==> config.mk <==
export PLATFORM = sky130hd
export DESIGN_NAME = ram_arbiter_n_flat
export DESIGN_NICKNAME = d
export VERILOG_FILES = /design/src/rtl/ram_arbiter_n_if.sv /design/src/rtl/ram_arbiter_n.sv /design/src/flat_wrapper.sv
export SDC_FILE = /design/constraint.sdc
export NUM_CORES = 1
export LEC_CHECK = 0
export BUFFER_PORTS_ARGS = -buffer_cell sky130_fd_sc_hd__buf_2
export CAP_MARGIN = 20
export CORE_AREA = 3 3 169 171
export DETAILED_ROUTE_END_ITERATION = 8
export DIE_AREA = 0 0 172 174
export GPL_ROUTABILITY_DRIVEN = 0
export RECOVER_POWER = 25
export SETUP_SLACK_MARGIN = 0.02
export SLEW_MARGIN = 20
export SYNTH_ARGS = -nofsm -noshare
export SYNTH_HDL_FRONTEND = slang
export SYNTH_SLANG_ARGS = --single-unit
==> constraint.sdc <==
create_clock -name CLK -period 2.09 [get_ports CLK]
set_clock_uncertainty 0.2 [all_clocks]
set_input_delay 0.1045 -clock CLK [delete_from_list [all_inputs] [get_ports CLK]]
set_output_delay 0.1045 -clock CLK [all_outputs]
set_load 0.05 [all_outputs]
==> src/rtl/ram_arbiter_n_if.sv <==
// Bundle of per-CPU cache request/response signals and the shared RAM port
// seen by the N-CPU RAM arbiter.
interface ram_arbiter_n_if #(
  parameter int CPUS   = 2,
  parameter int ADDR_W = 32,
  parameter int DATA_W = 32
);
  logic [CPUS-1:0]        iREN;
  logic [CPUS*ADDR_W-1:0] iaddr;
  logic [CPUS-1:0]        dREN;
  logic [CPUS-1:0]        dWEN;
  logic [CPUS*ADDR_W-1:0] daddr;
  logic [CPUS*DATA_W-1:0] dstore;
  logic [CPUS-1:0]        iwait;
  logic [CPUS-1:0]        dwait;
  logic [CPUS*DATA_W-1:0] iload;
  logic [CPUS*DATA_W-1:0] dload;
  logic [ADDR_W-1:0]      ramaddr;
  logic [DATA_W-1:0]      ramstore;
  logic                   ramREN;
  logic                   ramWEN;
  logic [DATA_W-1:0]      ramload;
  logic [1:0]             ramstate;

  modport master (
    input  iREN, iaddr, dREN, dWEN, daddr, dstore, ramload, ramstate,
    output iwait, dwait, iload, dload, ramaddr, ramstore, ramREN, ramWEN
  );

  modport slave (
    output iREN, iaddr, dREN, dWEN, daddr, dstore, ramload, ramstate,
    input  iwait, dwait, iload, dload, ramaddr, ramstore, ramREN, ramWEN
  );
endinterface

==> src/rtl/ram_arbiter_n.sv <==
// Round-robin arbiter serialising 2*CPUS request slots (data at 2k, fetch at
// 2k+1) onto a single RAM port; each grant lasts until ACCESS, ERROR or withdrawal.
module ram_arbiter_n #(
  parameter int CPUS   = 2,
  parameter int ADDR_W = 32,
  parameter int DATA_W = 32
) (
  input  logic             CLK,
  input  logic             nRST,
  ram_arbiter_n_if.master  bus
);
  localparam int SLOTS = 2 * CPUS;
  localparam int IDX_W = (SLOTS > 2) ? $clog2(SLOTS) : 1;
  localparam logic [1:0] RS_ACCESS = 2'd2;
  localparam logic [1:0] RS_ERROR  = 2'd3;

  typedef enum logic {IDLE, GRANT} state_t;

  state_t           state_q, state_d;
  logic [IDX_W-1:0] grant_q, grant_d;
  logic [IDX_W-1:0] rr_q, rr_d;

  logic [SLOTS-1:0]  active;
  logic [SLOTS-1:0]  slot_wr;
  logic [SLOTS-1:0]  done;
  logic [ADDR_W-1:0] slot_addr  [SLOTS];
  logic [DATA_W-1:0] slot_store [SLOTS];

  logic              found;
  logic [IDX_W-1:0]  pick;
  logic [IDX_W-1:0]  rr_next;
  logic              live;
  logic [ADDR_W-1:0] ramaddr_c;
  logic [DATA_W-1:0] ramstore_c;
  logic              ramren_c;
  logic              ramwen_c;

  // Flatten the per-CPU buses into a slot-indexed view.
  genvar gi;
  generate
    for (gi = 0; gi < CPUS; gi++) begin : g_cpu
      assign active[2*gi]     = bus.dREN[gi] | bus.dWEN[gi];
      assign active[2*gi+1]   = bus.iREN[gi];
      assign slot_wr[2*gi]    = bus.dWEN[gi];
      assign slot_wr[2*gi+1]  = 1'b0;
      assign slot_addr[2*gi]   = bus.daddr[gi*ADDR_W +: ADDR_W];
      assign slot_addr[2*gi+1] = bus.iaddr[gi*ADDR_W +: ADDR_W];
      assign slot_store[2*gi]   = bus.dstore[gi*DATA_W +: DATA_W];
      assign slot_store[2*gi+1] = '0;
      assign bus.dwait[gi] = ~done[2*gi];
      assign bus.iwait[gi] = ~done[2*gi+1];
      assign bus.iload[gi*DATA_W +: DATA_W] = bus.ramload;
      assign bus.dload[gi*DATA_W +: DATA_W] = bus.ramload;
    end
  endgenerate

  always_comb begin
    found = 1'b0;
    pick  = '0;
    for (int i = 0; i < SLOTS; i++) begin
      int idx;
      idx = int'(rr_q) + i;
      if (idx >= SLOTS) idx = idx - SLOTS;
      if (!found && active[idx]) begin
        found = 1'b1;
        pick  = IDX_W'(idx);
      end
    end
  end

  assign rr_next = (grant_q == IDX_W'(SLOTS - 1)) ? '0 : grant_q + IDX_W'(1);
  assign live    = active[grant_q];

  always_ff @(posedge CLK or negedge nRST) begin
    if (!nRST) begin
      state_q <= IDLE;
      grant_q <= '0;
      rr_q    <= '0;
    end else begin
      state_q <= state_d;
      grant_q <= grant_d;
      rr_q    <= rr_d;
    end
  end

  always_comb begin
    state_d    = state_q;
    grant_d    = grant_q;
    rr_d       = rr_q;
    done       = '0;
    ramaddr_c  = '0;
    ramstore_c = '0;
    ramren_c   = 1'b0;
    ramwen_c   = 1'b0;
    case (state_q)
      IDLE: begin
        if (found) begin
          grant_d = pick;
          state_d = GRANT;
        end
      end
      GRANT: begin
        ramaddr_c  = slot_addr[grant_q];
        ramstore_c = slot_store[grant_q];
        // Strobes follow the live enable so a withdrawn request drops them at once.
        ramwen_c   = live & slot_wr[grant_q];
        ramren_c   = live & ~slot_wr[grant_q];
        if (!live) begin
          state_d = IDLE;
        end else if (bus.ramstate == RS_ACCESS) begin
          done[grant_q] = 1'b1;
          state_d       = IDLE;
          rr_d          = rr_next;
        end else if (bus.ramstate == RS_ERROR) begin
          state_d = IDLE;
          rr_d    = rr_next;
        end
      end
      default: state_d = IDLE;
    endcase
  end

  assign bus.ramaddr  = ramaddr_c;
  assign bus.ramstore = ramstore_c;
  assign bus.ramREN   = ramren_c;
  assign bus.ramWEN   = ramwen_c;
endmodule
==> src/flat_wrapper.sv <==
// flat-port wrapper written by rule: the top's interface ports become plain ports
module ram_arbiter_n_flat 
#(
  parameter int CPUS   = 2,
  parameter int ADDR_W = 32,
  parameter int DATA_W = 32
)
  (CLK, nRST, bus_iREN, bus_iaddr, bus_dREN, bus_dWEN, bus_daddr, bus_dstore, bus_ramload, bus_ramstate, bus_iwait, bus_dwait, bus_iload, bus_dload, bus_ramaddr, bus_ramstore, bus_ramREN, bus_ramWEN);
  ram_arbiter_n_if #(.CPUS(CPUS), .ADDR_W(ADDR_W), .DATA_W(DATA_W)) bus_i ();
  input  logic CLK;
  input  logic nRST;
  input wire logic [$bits(bus_i.iREN)-1:0] bus_iREN;
  input wire logic [$bits(bus_i.iaddr)-1:0] bus_iaddr;
  input wire logic [$bits(bus_i.dREN)-1:0] bus_dREN;
  input wire logic [$bits(bus_i.dWEN)-1:0] bus_dWEN;
  input wire logic [$bits(bus_i.daddr)-1:0] bus_daddr;
  input wire logic [$bits(bus_i.dstore)-1:0] bus_dstore;
  input wire logic [$bits(bus_i.ramload)-1:0] bus_ramload;
  input wire logic [$bits(bus_i.ramstate)-1:0] bus_ramstate;
  output wire logic [$bits(bus_i.iwait)-1:0] bus_iwait;
  output wire logic [$bits(bus_i.dwait)-1:0] bus_dwait;
  output wire logic [$bits(bus_i.iload)-1:0] bus_iload;
  output wire logic [$bits(bus_i.dload)-1:0] bus_dload;
  output wire logic [$bits(bus_i.ramaddr)-1:0] bus_ramaddr;
  output wire logic [$bits(bus_i.ramstore)-1:0] bus_ramstore;
  output wire logic [$bits(bus_i.ramREN)-1:0] bus_ramREN;
  output wire logic [$bits(bus_i.ramWEN)-1:0] bus_ramWEN;
  assign bus_i.iREN = bus_iREN;
  assign bus_i.iaddr = bus_iaddr;
  assign bus_i.dREN = bus_dREN;
  assign bus_i.dWEN = bus_dWEN;
  assign bus_i.daddr = bus_daddr;
  assign bus_i.dstore = bus_dstore;
  assign bus_i.ramload = bus_ramload;
  assign bus_i.ramstate = bus_ramstate;
  assign bus_iwait = bus_i.iwait;
  assign bus_dwait = bus_i.dwait;
  assign bus_iload = bus_i.iload;
  assign bus_dload = bus_i.dload;
  assign bus_ramaddr = bus_i.ramaddr;
  assign bus_ramstore = bus_i.ramstore;
  assign bus_ramREN = bus_i.ramREN;
  assign bus_ramWEN = bus_i.ramWEN;
  ram_arbiter_n #(.CPUS(CPUS), .ADDR_W(ADDR_W), .DATA_W(DATA_W)) u_core (.CLK(CLK), .nRST(nRST), .bus(bus_i));
endmodule
# After elaboration in Yosys (flattened, before gate mapping)
# Index checks and enable logic that the tools add are counted.
classes:
  n_addsub: 8
  mul: 0
  div: 0
  order_cmp: 11
  eq_ne: 3
  n_shift: 0
  mux: 51
  bitwise: 11
  n_reduce_logical: 10
op_table:
  columns: ["operator", "n"]
  rows:
  - ["32-bit 2-to-1 mux", 10]
  - ["32-bit binary-select mux with 2-bit select", 2]
  - ["32-bit by 4-bit < comparator with 1-bit output, second input constant", 4]
  - ["32-bit by 4-bit greater-or-equal comparator with 1-bit output, second input constant", 3]
  - ["32-bit by 4-bit subtractor with 32-bit output, second input constant", 3]
  - ["1-bit 2-to-1 mux", 21]
  - ["2-bit 2-to-1 mux", 7]
  - ["1-bit binary-select mux with 2-bit select", 6]
  - ["4-bit 2-to-1 mux", 3]
  - ["2-bit by 2-bit adder with 3-bit output, second input constant", 2]
  - ["2-bit equality test, second input constant", 3]
  - ["1-bit inverter", 6]
  - ["1-bit logical AND", 4]
  - ["2-bit by 3-bit subtractor with 4-bit output, second input constant", 1]
  - ["2-bit by 1-bit adder with 3-bit output, second input constant", 1]
  - ["2-bit by 3-bit greater-or-equal comparator with 1-bit output, second input constant", 1]
  - ["3-bit greater-or-equal comparator, second input constant", 1]
  - ["1-bit logical NOT", 3]
  - ["2-bit by 3-bit < comparator with 1-bit output, second input constant", 1]
  - ["2-bit inverter with 3-bit output", 1]
  - ["3-bit AND reduction", 1]
  - ["2-bit by 1-bit adder with 2-bit output, second input constant", 1]
  - ["1-bit AND", 2]
  - ["1-bit demux with 2-bit select", 1]
  - ["other kinds (5)", 6]
word_totals:
  register_bits: 5
  latch_bits: 0
  mem_bits_rw: 0
  romBits: 0
  inputBits: 234
  out_inout_bits: 198
  elab_cells: 97
  mem_count: 0

# Logic depth before layout (Yosys ltp)
depth:
  depth_word: 17
  ltp_mapped: 5
  mapped_depth_nobuf: 4

# Worst setup path before layout
# Ideal clock, no wire load.
synth_timing:
  path_type: "register to output"
  from: "register u_core.grant_q[0]"
  to: "output port bus_ramWEN"
  arrival_time_ns: 2.205
  required_ns: 1.786
  setup_slack_ns: -0.419
  path_stages_with_launch: 5
  n_path_buf: 1
  cell_sequence: "dfrtp_1 -> buf_6 -> a2111oi_2 -> nor2_1 -> nor3_1"
synth_between:
  elab_chain_len: 4
  word_cells_on_any_way: 6
  classes_between: "5 x mux; 1 x bitwise"
synth_rtl:
  columns: ["item", "line", "text"]
  rows:
  - ["start: declaration", "ram_arbiter_n.sv:20", "logic [IDX_W-1:0] grant_q, grant_d;"]
  - ["start signal: assignment", "ram_arbiter_n.sv:81", "grant_q <= grant_d;"]
  - ["1-bit binary-select mux with 2-bit select, on equally long branches", "ram_arbiter_n.sv:72, ram_arbiter_n.sv:106", null]
  - ["1-bit 2-to-1 mux, on equally long branches", "ram_arbiter_n.sv:72, ram_arbiter_n.sv:106", null]
  - ["1-bit AND (*)", "ram_arbiter_n.sv:106", "ramwen_c = live & slot_wr[grant_q];"]
  - ["1-bit 2-to-1 mux (*)", "ram_arbiter_n.sv:95", "case (state_q)"]
  - ["end: declaration", "flat_wrapper.sv:27", "output wire logic [$bits(bus_i.ramWEN)-1:0] bus_ramWEN;"]
# Mark *: on every way between the ends. The rest lies on a longest branch, timed or not. The select of a mux whose other input is x is not followed.

# Final worst setup path
# Same ends and word-level chain as after synthesis.

==> impl_metrics.toml <==
[timing]
slew_headroom = 0.752
rsz0062_at_grt = "true"
fmax_mhz = 461
layout_setup_ws_ns = -0.0785
setup_viol = 28
worstMarginPinSlew_ns = 0.372
min_period_over_period = 1.04
hold_violations = 0
min_period_ns = 2.17
maxSlewViolCount = 0

[place]
post-dp-hpwl_mm = 10.9
port_buffers = 271
dpl_cell_area_um2 = 3740

[finish]
fillers = 3040
fin_util = 0.161
nNetsFinal = 713
drive_gt1_frac = 0.772
fin_area_um2 = 4340
final_common_cell = "buf_2"
synthToLayoutAreaGrowth_pct = 49.5
layout_common_cells = "buf_2, nor2_1, buf_6"

[setup_path]
required_ns = 1.79
slowest_stage = "dfrtp_2"
path_class = "reg -> out"
startpoint_type = "register"
ff2ff_path_depth = 6
max_stage_delay_ns = 0.49
startpoint = "u_core.grant_q[0]"
crit_chain = "buf_4 -> a2111oi_4 -> nor2_2 -> nor3_2 -> buf_12"
critical_path.top_delay_family = "flip-flops"
worst_ep_arrival_time_ns = 1.86
r2r-start = "u_core.grant_q[0]"
cp_max_fo = 7
endpoint_kind = "primary output"
crit_buf_inv = 2
cp.depth = 5

[min_path]
worstHoldStart = "bus_ramload[18]"
hp-class = "in -> out"
min_path_cells = 0

[yosys]
ys_seq_elements = 5
syn_area_per_cell_um2 = 8.87
ys.warnings.count = 0
synth_area_leaders = "buf_4, mux4_2, mux2i_1"
async_reset_ff_frac = 1.00
syn_inst = 327
syn_area_um2 = 2900
synth_top_area_cell = "buf_4"
synth.top_cell.area_share = 0.342
yosysSeqAreaShare = 0.0431
synth_edf_count = 0
synth_cell_types = 33
ys.flop_type = "dfrtp_1"
synth_nets = 565

[die]
dieArea_um2 = 29900
rows = 60
start_util = 0.107
die_x_um = 172
ioPinCount = 432
core_um2 = 27000
die_h_um = 174

[clock_tree]
tritoncts = "built"
clk_latency_ns = 0.23
cts_buffers = 3
path_clk_slew_ns = 0.03
cts_sinks = 5
htreeDepth = 1
clockBufferDepth = 2
ctsRootBufferMaster = "clkbuf_16"

[grt]
grt_max_degree = 43
grt_pass1_wl_mm = 17.9
grt_use_total = 0.0800
grt_pass1_vias = 3027
overflow = 0
antenna_found_initial = 3

[route]
drtAntennaViolNets = 0
drc = 0
vias = 2887
drt_pass1_iterations = 4
wl_per_cell_um = 16.5
drtIter0Drc = 80
totalWireLength_mm = 13.5
viasPerCell = 3.54

[power_and_ir_drop]
powerDensity_nw_per_um2 = 1680
leakage_nw = 2.18
vdd_drop_max_mv = 0.470

[run_status]
status = "finished, violations left"
violations = "negative setup slack"

[job]
cap_violations = 0
final timing paths:
check | slack [ns] | end
worst max register to register | 0.14 | u_core.rr_q[0]
worst max-delay path | -0.08 | bus_ramWEN
worst min register to register | 0.41 | u_core.rr_q[0]
max in group asynchronous | 1.53 | u_core.grant_q[1]
worst min-delay path | 0.009 | bus_iload[50]
min in group asynchronous | 0.02 | u_core.state_q
cells in the mapped netlist, types with 2 or more instances:
library cell / number
buf_2: 2
mux2_1: 2
nor3_1: 5
ha_1: 4
nand2b_1: 2
inv_1: 5
clkbuf_1: 6
buf_6: 4
mux2i_1: 33
and2_1: 32
nor2_1: 38
mux4_2: 32
nand2_1: 7
dfrtp_1: 5
buf_4: 132
layout make-up:
type | count | area [um2] | share of cell area
Antenna cell | 1 | 2.50 | 0.000577
Clock buffer | 4 | 78.8 | 0.0182
Inverter | 5 | 18.8 | 0.00433
Multi-Input combinational cell | 171 | 1790 | 0.413
Sequential cell | 5 | 130 | 0.0300
Tap cell | 341 | 427 | 0.0983
Timing Repair Buffer | 289 | 1890 | 0.436
repair_timing:
action | 4_1_cts | 5_1_grt
endpoints found under the setup margin | 38 | 70
buffers inserted | 8 | 0
endpoints found under the hold margin | 6 | 0
gates resized for setup | 112 | 5
pin swaps | 5 | 3
gates cloned | 3 | 0
hold buffers | 2 | 0
sequential cells by signal, summed over array words and instances (netlist names):
name / cells
u_core.grant_q: 2
u_core.rr_q: 2
u_core.state_q: 1
worst register-to-register path, delay by kind of cell, from the launching register on:
family                 cells  cell delay (ns)
DFF                        1             0.49
AOI/OAI and AO/OA          2             0.21
buffers and inverters      2             0.33
muxes                      1             0.34
and+or+nand+nor            1             0.26
metal layers:
layer | routed length, um | share of wire | up-vias | track usage
met3 | 1490 | 0.11 | 35 | 0.0207
met4 | 380 | 0.028 | 4 | 0.0269
met1 | 4570 | 0.34 | 1309 | 0.0786
met5 | 26 | 0.0019 | - | 0
li1 | - | - | 1293 | -
met2 | 7030 | 0.52 | 246 | 0.159
kinds of logic (layout without fill, tap and decap cells):
kind of cell | count (synthesis) | in the layout | synth area share
adders and majority gates | 4 | 4 | 0.0172
other | 0 | 1 | 0
buffers and inverters | 151 | 298 | 0.378
muxes | 67 | 67 | 0.370
DFF | 5 | 5 | 0.0431
and+or+nand+nor | 88 | 88 | 0.151
AOI/OAI and AO/OA | 12 | 12 | 0.0405
report_power, final:
| part | total, mW | internal [mW] | switching (mW) |
|---|---|---|---|
| registers | 0.257 | 0.156 | 0.102 |
| logic | 6.70 | 2.75 | 3.95 |
| clock network | 0.314 | 0.253 | 0.0617 |
per-stage QoR:
stage / cells / setup slack (ns) / hold WS, ns / power (mW) / setup TNS (ns)
2_1_floorplan: 327 / -0.00958 / -0.391 / 5.10 / -0.00996
3_5_place_dp: 798 / 0.0172 / -0.276 / 5.77 / 0
3_3_place_gp: 798 / 0.0257 / -0.280 / 5.74 / 0
6_report: 816 / -0.0785 / 0.00904 / 7.27 / -1.36
5_1_grt: 815 / -0.138 / 0.00917 / 7.69 / -3.95
4_1_cts: 815 / -0.101 / 0.00981 / 7.33 / -2.30
Power figures use the tool's default switching activity.
